File: config.mk
export PLATFORM = sky130hd
export DESIGN_NAME = instruction_fetch
export DESIGN_NICKNAME = d
export VERILOG_FILES = /design/src/rtl/instruction_fetch.sv
export SDC_FILE = /design/constraint.sdc
export NUM_CORES = 1
export LEC_CHECK = 0
export BUFFER_PORTS_ARGS = -buffer_cell sky130_fd_sc_hd__buf_2
export CORE_MARGIN = 10
export CORE_UTILIZATION = 54
export CTS_BUF_LIST = sky130_fd_sc_hd__clkbuf_8
export CTS_CLUSTER_SIZE = 8
export DETAILED_ROUTE_END_ITERATION = 7
export PLACE_DENSITY = 0.88
export SYNTH_ARGS = -nofsm -noshare
export SYNTH_HDL_FRONTEND = slang
export SYNTH_SLANG_ARGS = --single-unit
File: constraint.sdc
create_clock -name clock -period 3.2 [get_ports clock]
set_input_delay 0 -clock clock [delete_from_list [all_inputs] [get_ports clock]]
set_output_delay 0 -clock clock [all_outputs]
set_load 0.02 [all_outputs]
File: src/rtl/instruction_fetch.sv
// Instruction fetch: PC register, single-outstanding imem read, one-entry instruction buffer toward decode.
// Optional FETCH_MISALIGN_TRAP_EN: misaligned redirects are presented as a flagged NOP instead of being masked.
module instruction_fetch #(
    parameter logic [31:0] RESET_PC = 32'h0000_0000,
    parameter logic [31:0] NOP_WORD = 32'h0000_0013
) (
    input  logic        clock,
    input  logic        reset,
    output logic        imem_req_valid,
    input  logic        imem_req_ready,
    output logic [31:0] imem_addr,
    input  logic        imem_rsp_valid,
    input  logic [31:0] imem_rsp_data,
    output logic        instr_valid,
    input  logic        instr_ready,
    output logic [31:0] instr,
    output logic [6:0]  opcode,
    output logic [31:0] instr_pc,
    output logic [31:0] instr_pc_plus4,
    input  logic        redirect,
    input  logic [31:0] redirect_pc
`ifdef FETCH_MISALIGN_TRAP_EN
    ,
    output logic        fetch_misaligned
`endif
);

    typedef enum logic [1:0] {
        IDLE    = 2'd0,
        REQUEST = 2'd1,
        WAIT    = 2'd2,
        HOLD    = 2'd3
    } state_t;

    state_t      r_state;
    logic [31:0] r_pc;
    logic [31:0] r_instr;
    logic [31:0] r_instr_pc;
    logic        r_discard;

    state_t      w_state_nxt;
    logic [31:0] w_pc_nxt;
    logic [31:0] w_instr_nxt;
    logic [31:0] w_instr_pc_nxt;
    logic        w_discard_nxt;
    logic [31:0] w_redir_pc;

`ifdef FETCH_MISALIGN_TRAP_EN
    logic        r_misaligned;
    logic        w_misaligned_nxt;
    logic        w_redir_bad;

    assign w_redir_bad = (redirect_pc[1:0] != 2'b00);
    assign w_redir_pc  = w_redir_bad ? redirect_pc : (redirect_pc & 32'hFFFF_FFFC);
    assign fetch_misaligned = r_misaligned;
`else
    assign w_redir_pc  = redirect_pc & 32'hFFFF_FFFC;
`endif

    always_ff @(posedge clock or negedge reset) begin
        if (!reset) begin
            r_state      <= IDLE;
            r_pc         <= RESET_PC;
            r_instr      <= NOP_WORD;
            r_instr_pc   <= RESET_PC;
            r_discard    <= 1'b0;
`ifdef FETCH_MISALIGN_TRAP_EN
            r_misaligned <= 1'b0;
`endif
        end else begin
            r_state      <= w_state_nxt;
            r_pc         <= w_pc_nxt;
            r_instr      <= w_instr_nxt;
            r_instr_pc   <= w_instr_pc_nxt;
            r_discard    <= w_discard_nxt;
`ifdef FETCH_MISALIGN_TRAP_EN
            r_misaligned <= w_misaligned_nxt;
`endif
        end
    end

    always_comb begin
        w_state_nxt    = r_state;
        w_pc_nxt       = r_pc;
        w_instr_nxt    = r_instr;
        w_instr_pc_nxt = r_instr_pc;
        w_discard_nxt  = r_discard;
`ifdef FETCH_MISALIGN_TRAP_EN
        w_misaligned_nxt = r_misaligned;
`endif

        if (redirect) begin
            // Redirect wins over every other event; anything already in flight is marked for discard.
            w_pc_nxt = w_redir_pc;
            case (r_state)
                REQUEST: begin
                    if (imem_req_ready) begin
                        w_state_nxt   = WAIT;
                        w_discard_nxt = 1'b1;
                    end
                end
                WAIT: begin
                    if (imem_rsp_valid) begin
                        w_state_nxt   = REQUEST;
                        w_discard_nxt = 1'b0;
                    end else begin
                        w_discard_nxt = 1'b1;
                    end
                end
                HOLD: begin
                    w_state_nxt = REQUEST;
                    w_instr_nxt = NOP_WORD;
                end
                default: ;
            endcase
`ifdef FETCH_MISALIGN_TRAP_EN
            w_misaligned_nxt = 1'b0;
            if (w_redir_bad) begin
                w_state_nxt      = HOLD;
                w_instr_nxt      = NOP_WORD;
                w_instr_pc_nxt   = redirect_pc;
                w_misaligned_nxt = 1'b1;
                // Keep dropping any response still owed by memory while the trap NOP is held.
                w_discard_nxt    = ((r_state == REQUEST) && imem_req_ready) ||
                                   ((r_state == WAIT) && !imem_rsp_valid) ||
                                   ((r_state != WAIT) && r_discard && !imem_rsp_valid);
            end
`endif
        end else begin
            case (r_state)
                IDLE: begin
                    w_state_nxt = REQUEST;
                end
                REQUEST: begin
                    if (imem_req_ready) begin
                        w_state_nxt = WAIT;
                    end
                    if (imem_rsp_valid) begin
                        w_discard_nxt = 1'b0;
                    end
                end
                WAIT: begin
                    if (imem_rsp_valid) begin
                        if (r_discard) begin
                            w_discard_nxt = 1'b0;
                            w_state_nxt   = REQUEST;
                        end else begin
                            w_instr_nxt    = imem_rsp_data;
                            w_instr_pc_nxt = r_pc;
                            w_state_nxt    = HOLD;
                        end
                    end
                end
                HOLD: begin
                    if (imem_rsp_valid) begin
                        w_discard_nxt = 1'b0;
                    end
                    if (instr_ready) begin
                        w_instr_nxt = NOP_WORD;
                        w_state_nxt = REQUEST;
`ifdef FETCH_MISALIGN_TRAP_EN
                        if (r_misaligned) begin
                            w_misaligned_nxt = 1'b0;
                        end else begin
                            w_pc_nxt = r_pc + 32'd4;
                        end
`else
                        w_pc_nxt = r_pc + 32'd4;
`endif
                    end
                end
                default: begin
                    w_state_nxt = IDLE;
                end
            endcase
        end
    end

    assign imem_req_valid = (r_state == REQUEST);
    assign imem_addr      = r_pc;
    assign instr_valid    = (r_state == HOLD);
    assign instr          = r_instr;
    assign opcode         = r_instr[6:0];
    assign instr_pc       = r_instr_pc;
    assign instr_pc_plus4 = r_instr_pc + 32'd4;

endmodule
# --- Word-level counts from Yosys, hierarchy flattened ---
# Index checks and enable logic that the tools add are counted.
word_totals:
  register_bits: 99
  in_bits: 70
  output_inout_bits: 137
  wordCells: 55
op_classes:
  n_addsub: 2
  eq_ne: 11
  muxes: 23
  n_bitwise: 2
  reduce_logical: 12
op_table:
  columns: ["cell", "count"]
  rows:
  - ["32-bit 2-to-1 mux", 8]
  - ["32-bit by 3-bit adder with 32-bit output, second input constant", 2]
  - ["32-bit case mux with 2 select lines", 1]
  - ["2-bit 2-to-1 mux", 6]
  - ["2-bit nonzero test", 5]
  - ["3-bit inequality test, second input constant", 3]
  - ["2-bit case mux with 4 select lines", 1]
  - ["4-bit AND reduction", 2]
  - ["2-bit case mux with 3 select lines", 1]
  - ["1-bit 2-to-1 mux", 5]
  - ["5-bit AND reduction", 1]
  - ["2-bit equality test, second input constant", 2]
  - ["2-bit inequality test, second input constant", 2]
  - ["4-bit by 3-bit inequality test with 1-bit output, second input constant", 1]
  - ["3-bit by 1-bit inequality test with 1-bit output, second input constant", 1]
  - ["3-bit by 2-bit inequality test with 1-bit output, second input constant", 1]
  - ["3-bit AND reduction", 1]
  - ["3-bit OR reduction", 1]
  - ["2-bit by 1-bit equality test with 1-bit output, second input constant", 1]
  - ["2-bit logical NOT", 1]
  - ["1-bit NOT", 2]
  - ["1-bit case mux with 2 select lines", 1]
  - ["2-bit AND reduction", 1]

# --- Logic depth before layout (Yosys ltp) ---
logic_depth:
  word_depth: 4
  mapped_depth: 8
  ltp_nobuf: 6

# --- Worst setup path after synthesis ---
# OpenSTA, ideal clock, no wires.
synth_timing:
  kind: "register to register"
  startpoint: "register r_state[0]"
  endpoint: "register r_state[0]"
  setup_time_ns: 0.121
  arrival_time_ns: 1.939
  required_time_ns: 3.079
  slack_ns: 1.140
  stages_incl_launch_ff: 7
  path_buffers: 1
  period_less_slack_ns: 2.060
  cell_sequence: "dfrtp_1 -> ha_1 -> clkbuf_1 -> or3b_2 -> o221a_2 -> and2_1 -> a22o_1"
synth_via:
  elab_chain_cells: 3
  word_cells_on_any_way: 12
  classes_between: "eq/ne: 6; mux: 4; reduce/logical: 2"
synth_lines:
  columns: ["item", "line_no", "source"]
  rows:
  - ["start, declared", "35", "state_t r_state;"]
  - ["start signal, assigned", "71", "r_state <= w_state_nxt;"]
  - ["2-bit equality test (*)", null, null]
  - ["named net instr_valid", "14", "output logic instr_valid,"]
  - ["4-bit by 3-bit inequality test with 1-bit output (no line) (tied with other cells)", null, null]
  - ["3-bit AND reduction (no line) / 2-bit 2-to-1 mux (equally long branches)", null, null]
# The timed path passes the listed nets; every way through them passes the cells marked *.
# A chain may end at the register's enable or synchronous reset.

# --- Worst setup path in the final report ---
layout_timing:
  startpoint: "register r_instr_pc[4] (netlist: instr_pc[4])"
  endpoint: "output instr_pc_plus4[15]"
layout_via:
  elab_chain_cells: 1
layout_lines:
  columns: ["item", "line_no", "source"]
  rows:
  - ["start, declared", "38", "logic [31:0] r_instr_pc;"]
  - ["start signal, assigned", "74", "r_instr_pc <= w_instr_pc_nxt;"]
  - ["32-bit by 3-bit adder with 32-bit output", "185", "assign instr_pc_plus4 = r_instr_pc + 32'd4;"]
  - ["end, declared", "19", "output logic [31:0] instr_pc_plus4,"]
# Every way passes these cells.

==> reports/metrics.yaml <==
timing.rr.start: "r_state[0]$_DFFE_PN0P_"
ys_warn_count: 0
cp_top_family: "simple AND/OR/NAND/NOR gates"
grt_pass1_vias: 5214
syn2layout_area_growth_pct: 30.8
p_total_mw: 4.94
final.setup.tns_ps: 0
cts_made_buffers: 9
fin_area_sq_um: 6710
min_to: "instr[15]$_DFFE_PN0P_"
fin_crit_sh: 0.754
fp.dieW_um: 117
vias_per_cell: 5.68
hold_violations: 0
muxShareOfSynthArea: 0.00415
wl_per_cell_um: 18.1
dpl_cell_area_sq_um: 6160
grtUsageTotal: 0.232
r2r-end: "imem_addr[28]$_DFFE_PN0P_"
fin_crit_ps: 2410
required_ps: 3200
synth_area_per_cell_sq_um: 9.24
synth.largest_area_cell: "dfrtp_1"
critPathArrivalTime_ps: 2410
crit_fanout: 10
cts_tree: "done"
async_reset_ff_frac: 1.00
fin_skew_ps: 12.6
clock_sinks: 95
ys_ff_latch: 95
critPathBufInv: 1
clk_latency_ps: 360
slowest_stage: "nor4_2"
synth_ff_type: "dfrtp_1"
slew_headroom: 0.396
ir_drop_uv: 382
min-delay-start: "imem_rsp_data[15]"
drive_gt1_frac: 0.307
vias: 5124
grt_overflow: 0
critPathLaunchType: "flip-flop"
synth-adder-area-share: 0.0146
synth_top_family_by_area: "simple AND/OR/NAND/NOR gates"
synthSimpleGateAreaFrac: 0.273
ant_nets: 0
grt_pass1_wl_um: 27200
layout.nets: 843
path_cells: "nand2_1 -> nor4_2 -> nand4_1 -> xnor2_1 -> buf_2"
hold_depth: 3
synth_xor_area_frac: 0.0683
critPathMaxStageDelay_ps: 820
route.detailed.drc: 0
worst_pin_slew_ps: 899
synth-edff-count: 0
ys_top_cells_by_area: "dfrtp_1 45%, nand2_1 8.3%, nor4b_1 5.0%"
grt_setup_unrepaired: "no"
syn_inst: 555
dp_hpwl_um: 11700
htreeDepth: 3
rows: 35
power_density_nw_per_um2: 737
status: "complete, no violations"
fp.coreArea_sq_um: 9240
synth_cell_types: 47
post_cts_buffers: 0
place.gp.congestion: 0.840
clock_path_buffers: 2
die-area_sq_um: 13800
initial_core_util: 0.555
path_class: "flip-flop to output port"
hp-class: "input port to flip-flop"
worstSetupEndpointType: "output port"
portBuffers: 198
fmax_mhz: 415
pin_count: 207
synthDominantCellAreaShare: 0.449
antenna_found_initial: 1
grt_max_degree: 68
leakagePower_nw: 3.52
drtPass1Iterations: 5
synth_seq_area_share: 0.464
die_h_um: 117
cts-root-buf: "clkbuf_8"
r2r_cells: 5
whs_ps: 32.5
clkTransAtPathRegs_ps: 100
drv_slew: 0
synth_compound_area_frac: 0.120
first_iter_violations: 470
drt_wl_total_um: 16300
rrSetupSlack_ps: 860
drv_cap: 0
setup_viol: 0
netlist_area_sq_um: 5130
-- tightest hold or removal path, delay by kind of cell --
kind	cells	cell delay [ps]
AO/OA/AOI/OAI	1	140
buffers and inverters	1	90
AND/OR/NAND/NOR	1	130
-- per-layer routing --
| metal | vias up | GRT usage | part of all wire |
|---|---|---|---|
| met5 | - | 0 | 0 |
| met4 | 0 | 0.0869 | 0.028 |
| met1 | 2401 | 0.278 | 0.39 |
| met2 | 299 | 0.376 | 0.47 |
| met3 | 41 | 0.0791 | 0.11 |
| li1 | 2383 | - | - |
-- logic make-up after synthesis --
group,Yosys count
AND/OR/NAND/NOR,259
flip-flops,95
AO/OA/AOI/OAI,92
buffers and inverters,60
XOR/XNOR,40
adder cells (fa/ha/maj),6
multiplexers,2
other,1
-- sequential cells by signal, indices dropped and copies added, names as in the netlist --
name and cells:
r_state 2, instr 32, r_discard 1, imem_addr 30
instr_pc 30
-- timing repair --
| action | 4_1_cts | 5_1_grt |
|---|---|---|
| hold buffers | 36 | 0 |
| hold endpoints to repair | 57 | 0 |
| setup endpoints to repair | 0 | 0 |
| gates resized for setup | 0 | 0 |
-- per-stage QoR --
step                instances  setup slack, ps   util
finish                    902              788  0.726
global route              902              630  0.726
CTS                       901              777  0.726
detailed placement        849              915  0.666
global placement          849              999  0.666
floorplan                 560             1140      -
-- synth_stat cells, types with 4 or more instances --
| cell | count |
|---|---|
| and2_1 | 4 |
| and4_1 | 6 |
| or4_1 | 15 |
| xnor2_1 | 23 |
| and3_1 | 8 |
| xor2_1 | 17 |
| nor2_1 | 18 |
| nand4_1 | 19 |
| ha_1 | 6 |
| dfrtp_1 | 92 |
| nor4b_1 | 29 |
| a21oi_1 | 5 |
| a31oi_1 | 13 |
| nand2_1 | 113 |
| nand3_1 | 26 |
| o31ai_1 | 11 |
| o21ai_0 | 23 |
| clkbuf_1 | 30 |
| inv_1 | 12 |
| buf_4 | 14 |
| a21o_1 | 30 |
-- cell type report --
type,count,area (sq um)
fill,646,2530
multi-input combinational,405,2500
sequential,95,2380
timing repair buffer,244,1430
tap,129,161
clock buffer,9,124
clock inverter,7,62.6
inverter,12,45.0
antenna,1,2.50
-- placed cells by master (no fill, tap or decap), types with 3 or more instances in the layout --
master	synthesis	layout
buf_2	0	197
nand2_1	113	113
dfrtp_1	92	92
dlygate4sd3_1	0	36
a21o_1	30	30
nor4b_1	29	29
nand3_1	26	26
xnor2_1	23	23
o21ai_0	23	23
nand4_1	19	19
nor2_1	18	18
xor2_1	17	17
or4_1	15	15
a31oi_1	13	13
inv_1	12	12
o31ai_1	11	11
buf_4	14	11
clkbuf_8	0	9
and3_1	8	8
and4_1	6	6
ha_1	6	6
conb_1	1	6
a21oi_1	5	5
and2_1	4	4
nor2b_1	3	3
nand2b_1	3	3
nor4_1	3	3
o211ai_1	3	3
clkinv_4	0	3
dfstp_2	3	3
-- worst max-delay path by stage --
stage / from / depth (start not counted) / endpoint
2_1_floorplan: r_state[0]$_DFFE_PN0P_ / 6 / r_state[0]$_DFFE_PN0P_
3_3_place_gp: r_state[0]$_DFFE_PN0P_ / 5 / imem_addr[28]$_DFFE_PN0P_
3_5_place_dp: r_state[1]$_DFFE_PN0P_ / 5 / imem_addr[30]$_DFFE_PN0P_
4_1_cts: instr_pc[4]$_DFFE_PN0P_ / 5 / instr_pc_plus4[15]
5_1_grt: instr_pc[4]$_DFFE_PN0P_ / 5 / instr_pc_plus4[23]
6_report: instr_pc[4]$_DFFE_PN0P_ / 5 / instr_pc_plus4[15]
-- report_power, final --
part | internal (mW) | switching (mW)
Clock | 0.298 | 0.451
Combinational | 0.812 | 1.46
Sequential | 1.51 | 0.409
(Power assumes the default switching activity.)
